File: src/rtl/bus_decoder.sv
// Address decoder between the PicoRV32 native bus, the program ROM and the SPI/QSPI register block.
// Optional WAIT-state timeout abort is compiled in with `define BUS_TIMEOUT_EN.
module bus_decoder #(
    parameter logic [31:0] MEM_BASE       = 32'h0010_0000,
    parameter logic [31:0] MEM_MASK       = 32'hFFF0_0000,
    parameter logic [31:0] PER_BASE       = 32'h2000_0000,
    parameter logic [31:0] PER_MASK       = 32'hF000_0000,
    parameter int          TIMEOUT_CYCLES = 16,
    parameter int          CNT_W          = 5,
    parameter logic [31:0] ERR_DATA       = 32'hDEAD_BEEF
) (
    input  logic        clk,
    input  logic        rstn,
    input  logic        cpu_valid,
    input  logic [31:0] cpu_addr,
    input  logic [31:0] cpu_wdata,
    input  logic [3:0]  cpu_wstrb,
    output logic        cpu_ready,
    output logic [31:0] cpu_rdata,
    output logic        mem_valid,
    output logic [31:0] mem_addr,
    input  logic        mem_ready,
    input  logic [31:0] mem_rdata,
    output logic        per_valid,
    output logic [31:0] per_addr,
    output logic [31:0] per_wdata,
    output logic [3:0]  per_wstrb,
    input  logic        per_ready,
    input  logic [31:0] per_rdata,
    output logic        bus_err
);

    typedef enum logic [1:0] {IDLE, WAIT, RESP} state_t;

    state_t      r_state,     w_state_next;
    logic        r_sel_per,   w_sel_per_next;
    logic        r_cpu_ready, w_cpu_ready_next;
    logic [31:0] r_cpu_rdata, w_cpu_rdata_next;
    logic        r_bus_err,   w_bus_err_next;
    logic        r_mem_valid, w_mem_valid_next;
    logic [31:0] r_mem_addr,  w_mem_addr_next;
    logic        r_per_valid, w_per_valid_next;
    logic [31:0] r_per_addr,  w_per_addr_next;
    logic [31:0] r_per_wdata, w_per_wdata_next;
    logic [3:0]  r_per_wstrb, w_per_wstrb_next;

    logic        w_mem_hit;
    logic        w_per_hit;
    logic        w_is_write;
    logic        w_slave_ready;
    logic [31:0] w_slave_rdata;

    assign w_mem_hit  = (cpu_addr & MEM_MASK) == MEM_BASE;
    assign w_per_hit  = (cpu_addr & PER_MASK) == PER_BASE;
    assign w_is_write = |cpu_wstrb;

    // Only the slave that owns the transaction is listened to; the other one's ready is don't-care.
    assign w_slave_ready = r_sel_per ? per_ready : mem_ready;
    assign w_slave_rdata = r_sel_per ? per_rdata : mem_rdata;

    // An empty block whose condition keeps the counter sizing parameters tied into elaboration.
    if (TIMEOUT_CYCLES > (1 << CNT_W)) begin : g_cnt_w_too_narrow
    end

`ifdef BUS_TIMEOUT_EN
    logic [CNT_W-1:0] r_cnt, w_cnt_next;
`endif

    always_comb begin
        w_state_next     = r_state;
        w_sel_per_next   = r_sel_per;
        w_cpu_ready_next = 1'b0;
        w_cpu_rdata_next = r_cpu_rdata;
        w_bus_err_next   = 1'b0;
        w_mem_valid_next = r_mem_valid;
        w_mem_addr_next  = r_mem_addr;
        w_per_valid_next = r_per_valid;
        w_per_addr_next  = r_per_addr;
        w_per_wdata_next = r_per_wdata;
        w_per_wstrb_next = r_per_wstrb;
`ifdef BUS_TIMEOUT_EN
        w_cnt_next       = r_cnt;
`endif
        unique case (r_state)
            IDLE: begin
                if (cpu_valid) begin
                    w_mem_addr_next  = cpu_addr;
                    w_per_addr_next  = cpu_addr;
                    w_per_wdata_next = cpu_wdata;
                    w_per_wstrb_next = cpu_wstrb;
`ifdef BUS_TIMEOUT_EN
                    w_cnt_next       = '0;
`endif
                    if (w_mem_hit && !w_is_write) begin
                        w_mem_valid_next = 1'b1;
                        w_sel_per_next   = 1'b0;
                        w_state_next     = WAIT;
                    end else if (!w_mem_hit && w_per_hit) begin
                        w_per_valid_next = 1'b1;
                        w_sel_per_next   = 1'b1;
                        w_state_next     = WAIT;
                    end else begin
                        // ROM write or unmapped address: answer immediately with an error.
                        w_cpu_rdata_next = ERR_DATA;
                        w_bus_err_next   = 1'b1;
                        w_cpu_ready_next = 1'b1;
                        w_state_next     = RESP;
                    end
                end
            end
            WAIT: begin
                if (w_slave_ready) begin
                    w_cpu_rdata_next = w_slave_rdata;
                    w_mem_valid_next = 1'b0;
                    w_per_valid_next = 1'b0;
                    w_cpu_ready_next = 1'b1;
                    w_state_next     = RESP;
`ifdef BUS_TIMEOUT_EN
                end else if (r_cnt == CNT_W'(TIMEOUT_CYCLES - 1)) begin
                    w_cpu_rdata_next = ERR_DATA;
                    w_bus_err_next   = 1'b1;
                    w_mem_valid_next = 1'b0;
                    w_per_valid_next = 1'b0;
                    w_cpu_ready_next = 1'b1;
                    w_state_next     = RESP;
                end else begin
                    w_cnt_next = r_cnt + CNT_W'(1);
`endif
                end
            end
            RESP: begin
                w_state_next = IDLE;
            end
            default: begin
                w_state_next = IDLE;
            end
        endcase
    end

    always_ff @(posedge clk or negedge rstn) begin
        if (!rstn) begin
            r_state     <= IDLE;
            r_sel_per   <= 1'b0;
            r_cpu_ready <= 1'b0;
            r_cpu_rdata <= '0;
            r_bus_err   <= 1'b0;
            r_mem_valid <= 1'b0;
            r_mem_addr  <= '0;
            r_per_valid <= 1'b0;
            r_per_addr  <= '0;
            r_per_wdata <= '0;
            r_per_wstrb <= '0;
`ifdef BUS_TIMEOUT_EN
            r_cnt       <= '0;
`endif
        end else begin
            r_state     <= w_state_next;
            r_sel_per   <= w_sel_per_next;
            r_cpu_ready <= w_cpu_ready_next;
            r_cpu_rdata <= w_cpu_rdata_next;
            r_bus_err   <= w_bus_err_next;
            r_mem_valid <= w_mem_valid_next;
            r_mem_addr  <= w_mem_addr_next;
            r_per_valid <= w_per_valid_next;
            r_per_addr  <= w_per_addr_next;
            r_per_wdata <= w_per_wdata_next;
            r_per_wstrb <= w_per_wstrb_next;
`ifdef BUS_TIMEOUT_EN
            r_cnt       <= w_cnt_next;
`endif
        end
    end

    assign cpu_ready = r_cpu_ready;
    assign cpu_rdata = r_cpu_rdata;
    assign bus_err   = r_bus_err;
    assign mem_valid = r_mem_valid;
    assign mem_addr  = r_mem_addr;
    assign per_valid = r_per_valid;
    assign per_addr  = r_per_addr;
    assign per_wdata = r_per_wdata;
    assign per_wstrb = r_per_wstrb;

endmodule

File: config.mk
export PLATFORM = sky130hd
export DESIGN_NAME = bus_decoder
export DESIGN_NICKNAME = d
export VERILOG_FILES = /design/src/rtl/bus_decoder.sv
export SDC_FILE = /design/constraint.sdc
export NUM_CORES = 1
export LEC_CHECK = 0
export BUFFER_PORTS_ARGS = -buffer_cell sky130_fd_sc_hd__buf_2
export CAP_MARGIN = 0
export CELL_PAD_IN_SITES_DETAIL_PLACEMENT = 1
export CELL_PAD_IN_SITES_GLOBAL_PLACEMENT = 1
export CORE_ASPECT_RATIO = 0.6
export CORE_MARGIN = 3
export CORE_UTILIZATION = 36
export DETAILED_ROUTE_END_ITERATION = 8
export GPL_ROUTABILITY_DRIVEN = 0
export MAX_ROUTING_LAYER = met4
export PLACE_DENSITY = 0.94
export SLEW_MARGIN = 10
export SYNTH_ARGS = -nofsm -noshare
export SYNTH_HDL_FRONTEND = slang
export SYNTH_SLANG_ARGS = --single-unit
File: constraint.sdc
create_clock -name clk -period 3.5 [get_ports clk]
set_input_delay 0.525 -clock clk [delete_from_list [all_inputs] [get_ports clk]]
set_output_delay 0.525 -clock clk [all_outputs]
set_load 0.01 [all_outputs]
==> impl_metrics.csv <==
group,metric,value,unit
run_status,status,"completed",
floorplan,io_pins,273,
yosys,async_flop_share,100.0,%
yosys,avgSynthCellArea,14.87,sq um
sta,max_freq,497.4,MHz
cells_and_area,layout-drive-gt1-share,70.49,%
cts,path_clk_slew,0.08,ns
route,wl,13.48,mm
yosys,syn_area,0.004818,sq mm
yosys,ys_warn_count,0,
yosys,syn_inst,324,
floorplan,die_w,155.4,microns
route,drt_iter0_markers,115,
pwr,p_per_area,539.6,mW/mm^2
critical_path,rr_worst_depth,5,
cts,postCtsResizedCells,0,
floorplan,dieArea,0.01485,sq mm
pwr,p_leak,3.106,nW
cts,cts_inserted_buffers,9,
cells_and_area,final_cell_mix,"buf_2 (271), dfrtp_1 (106), mux2_2 (68), mux2i_1 (32), a2bb2oi_2 (21)",
critical_path,critPathCaptureType,"flop",
route,ant_nets,0,
cts,cts_htree_levels,3,
sta,report.final.setup_viol,0,
cts,cts_hold_buf,0,
cells_and_area,nets,698,
sta,finalMaxSlewViolations,0,
sta,rsz0062_at_grt,"false",
cells_and_area,fillers,1419,
sta,finalHoldViolations,0,
route,first_pass_iters,4,
cts,clock_latency,0.33,ns
sta,tightest_slew,0.7966,ns
cts,clock_path_buffers,2,
floorplan,start_util,37.14,%
critical_path,r2r_start,"r_state[1]",
critical_path,criticalPathCategory,"flop to flop",
cells_and_area,areaGrowthSynthToFinish,32.51,%
cells_and_area,antenna_cells,0,
yosys,syn-num-nets,461,
yosys,synth_enable_flop_cells,0,
hold_path,min_path_type,"input pin to asynchronous set/reset pin",
sta,holdWs,0.2377,ns
route,post-route-drc-count,0,
yosys,ys_types,30,
yosys,ys.flop_type,"dfrtp_1",
floorplan,rows,32,
route,wire_per_inst,18.32,microns
route,vias_per_cell,4.799,
sta,slew_headroom,46.89,%
cells_and_area,layout.cells.non_filler,736,
pwr,peakVddDrop,255.3,uV
critical_path,critPathLaunchType,"flop",
route,num_vias,3532,
pwr,p_total,3.445,mW
critical_path,rrSetupSlack,1.49,ns
cts,cts.sinks,107,
grt,grt_overflow,0,
yosys,synth_seq_area_share,55.57,%
placed_design,dpl.cell_count,720,
sta,min_period,2.010,ns
critical_path,path_max_fanout,33,
placed_design,dp_hpwl,10.61,mm
grt,grt_pass1_vias,3897,
cells_and_area,layout_commonest_cell,"buf_2",
floorplan,core_area,0.01297,sq mm
cts,cts_setup_buffers,0,
floorplan,die_h,95.62,microns
grt,grt_max_degree,90,
job,maxCapViolCount,0,
sta,post-route-period-util,57.44,%
critical_path,r2r_end,"cpu_rdata[12]",
grt,antenna_found_initial,0,
critical_path,cp_data_arrival_time,2.27,ns
grt,grt_pass1_wl,20.62,mm
sta,fin_skew,0.007233,ns
critical_path,cp.required,3.75,ns
placed_design,io_buffer_count,272,
cts,cts_tree,"yes",
yosys,ys_ff_latch,107,
cts,cts-root-buf,"clkbuf_16",
sta,setup_tns,0,ns
grt,grt_use_total,18.17,%
-- report_power, final --
| part | internal (mW) | switching, mW | total, mW | leakage, nW |
|---|---|---|---|---|
| Combinational | 0.443 | 0.451 | 0.894 | 1.75 |
| Clock | 0.583 | 0.460 | 1.04 | 0.154 |
| Sequential | 1.40 | 0.105 | 1.51 | 1.21 |
-- synth_stat cells (4+ instances only) --
library cell  number  area share (%)
mux2_2            68              16
inv_1              8            0.62
buf_6              4            0.93
o22ai_2            8             2.1
dfrtp_1          107              56
a2bb2oi_2         21             6.5
buf_4             41             6.4
mux2i_1           32             6.6
-- metrics by stage --
step | area [sq um] | util, % | worst slack (ns)
after floorplan | 4818 | - | 1.852
after global placement | 6072 | 46.81 | 1.379
after detailed placement | 6072 | 46.81 | 1.323
after CTS | 6381 | 49.19 | 1.494
after global routing | 6385 | 49.22 | 1.346
final | 6385 | 49.22 | 1.490
-- cells by family after synthesis --
kind of cell | Yosys count | share of synthesized area, %
AND/OR/NAND/NOR | 17 | 2.389
buffers and inverters | 59 | 8.491
multiplexers | 101 | 22.85
flip-flops | 107 | 55.57
AO/OA/AOI/OAI | 40 | 10.70
-- layout make-up --
class,instances,area [sq um],area share [%]
Tap cell,170,212.7,3.331
Multi-Input combinational cell,158,1737,27.20
Inverter,8,30.03,0.4703
Sequential cell,107,2679,41.96
Clock buffer,10,239.0,3.743
Timing Repair Buffer,277,1418,22.20
Clock inverter,6,70.07,1.097
-- registers in the layout (all words and copies together), names as in the netlist --
register and cells:
r_state 2, r_sel_per 1, bus_err 1, mem_valid 1, cpu_rdata 32, per_addr 32
cpu_ready 1, per_wdata 32, per_valid 1, per_wstrb 4
-- how the worst max path moves through the flow --
stage                            start             to  depth (start not counted)
after global placement    cpu_wstrb[1]  cpu_rdata[16]                          6
after global routing        r_state[1]  cpu_rdata[12]                          5
after CTS                   r_state[1]  cpu_rdata[12]                          5
final                       r_state[1]  cpu_rdata[12]                          5
after detailed placement  cpu_wstrb[1]  cpu_rdata[30]                          6
after floorplan           cpu_wstrb[1]   cpu_rdata[0]                          5
-- critical path, cell delays in order (launching register included) --
cell	delay, ns
dfrtp_1	0.40
nor2b_1	0.29
nand2_2	0.29
a31oi_4	0.25
buf_4	0.48
a2bb2oi_1	0.20
-- layer usage --
| layer | share of wire (%) | vias up | wire length (microns) | global-route usage, % |
|---|---|---|---|---|
| li1 | - | 1593 | - | - |
| met4 | 0.99 | 0 | 134 | 3.496 |
| met1 | 39 | 1772 | 5286 | 20.86 |
| met2 | 53 | 155 | 7092 | 32.09 |
| met3 | 7.2 | 12 | 970 | 5.488 |
| met5 | 0 | - | 0 | - |
(Power assumes the default switching activity.)
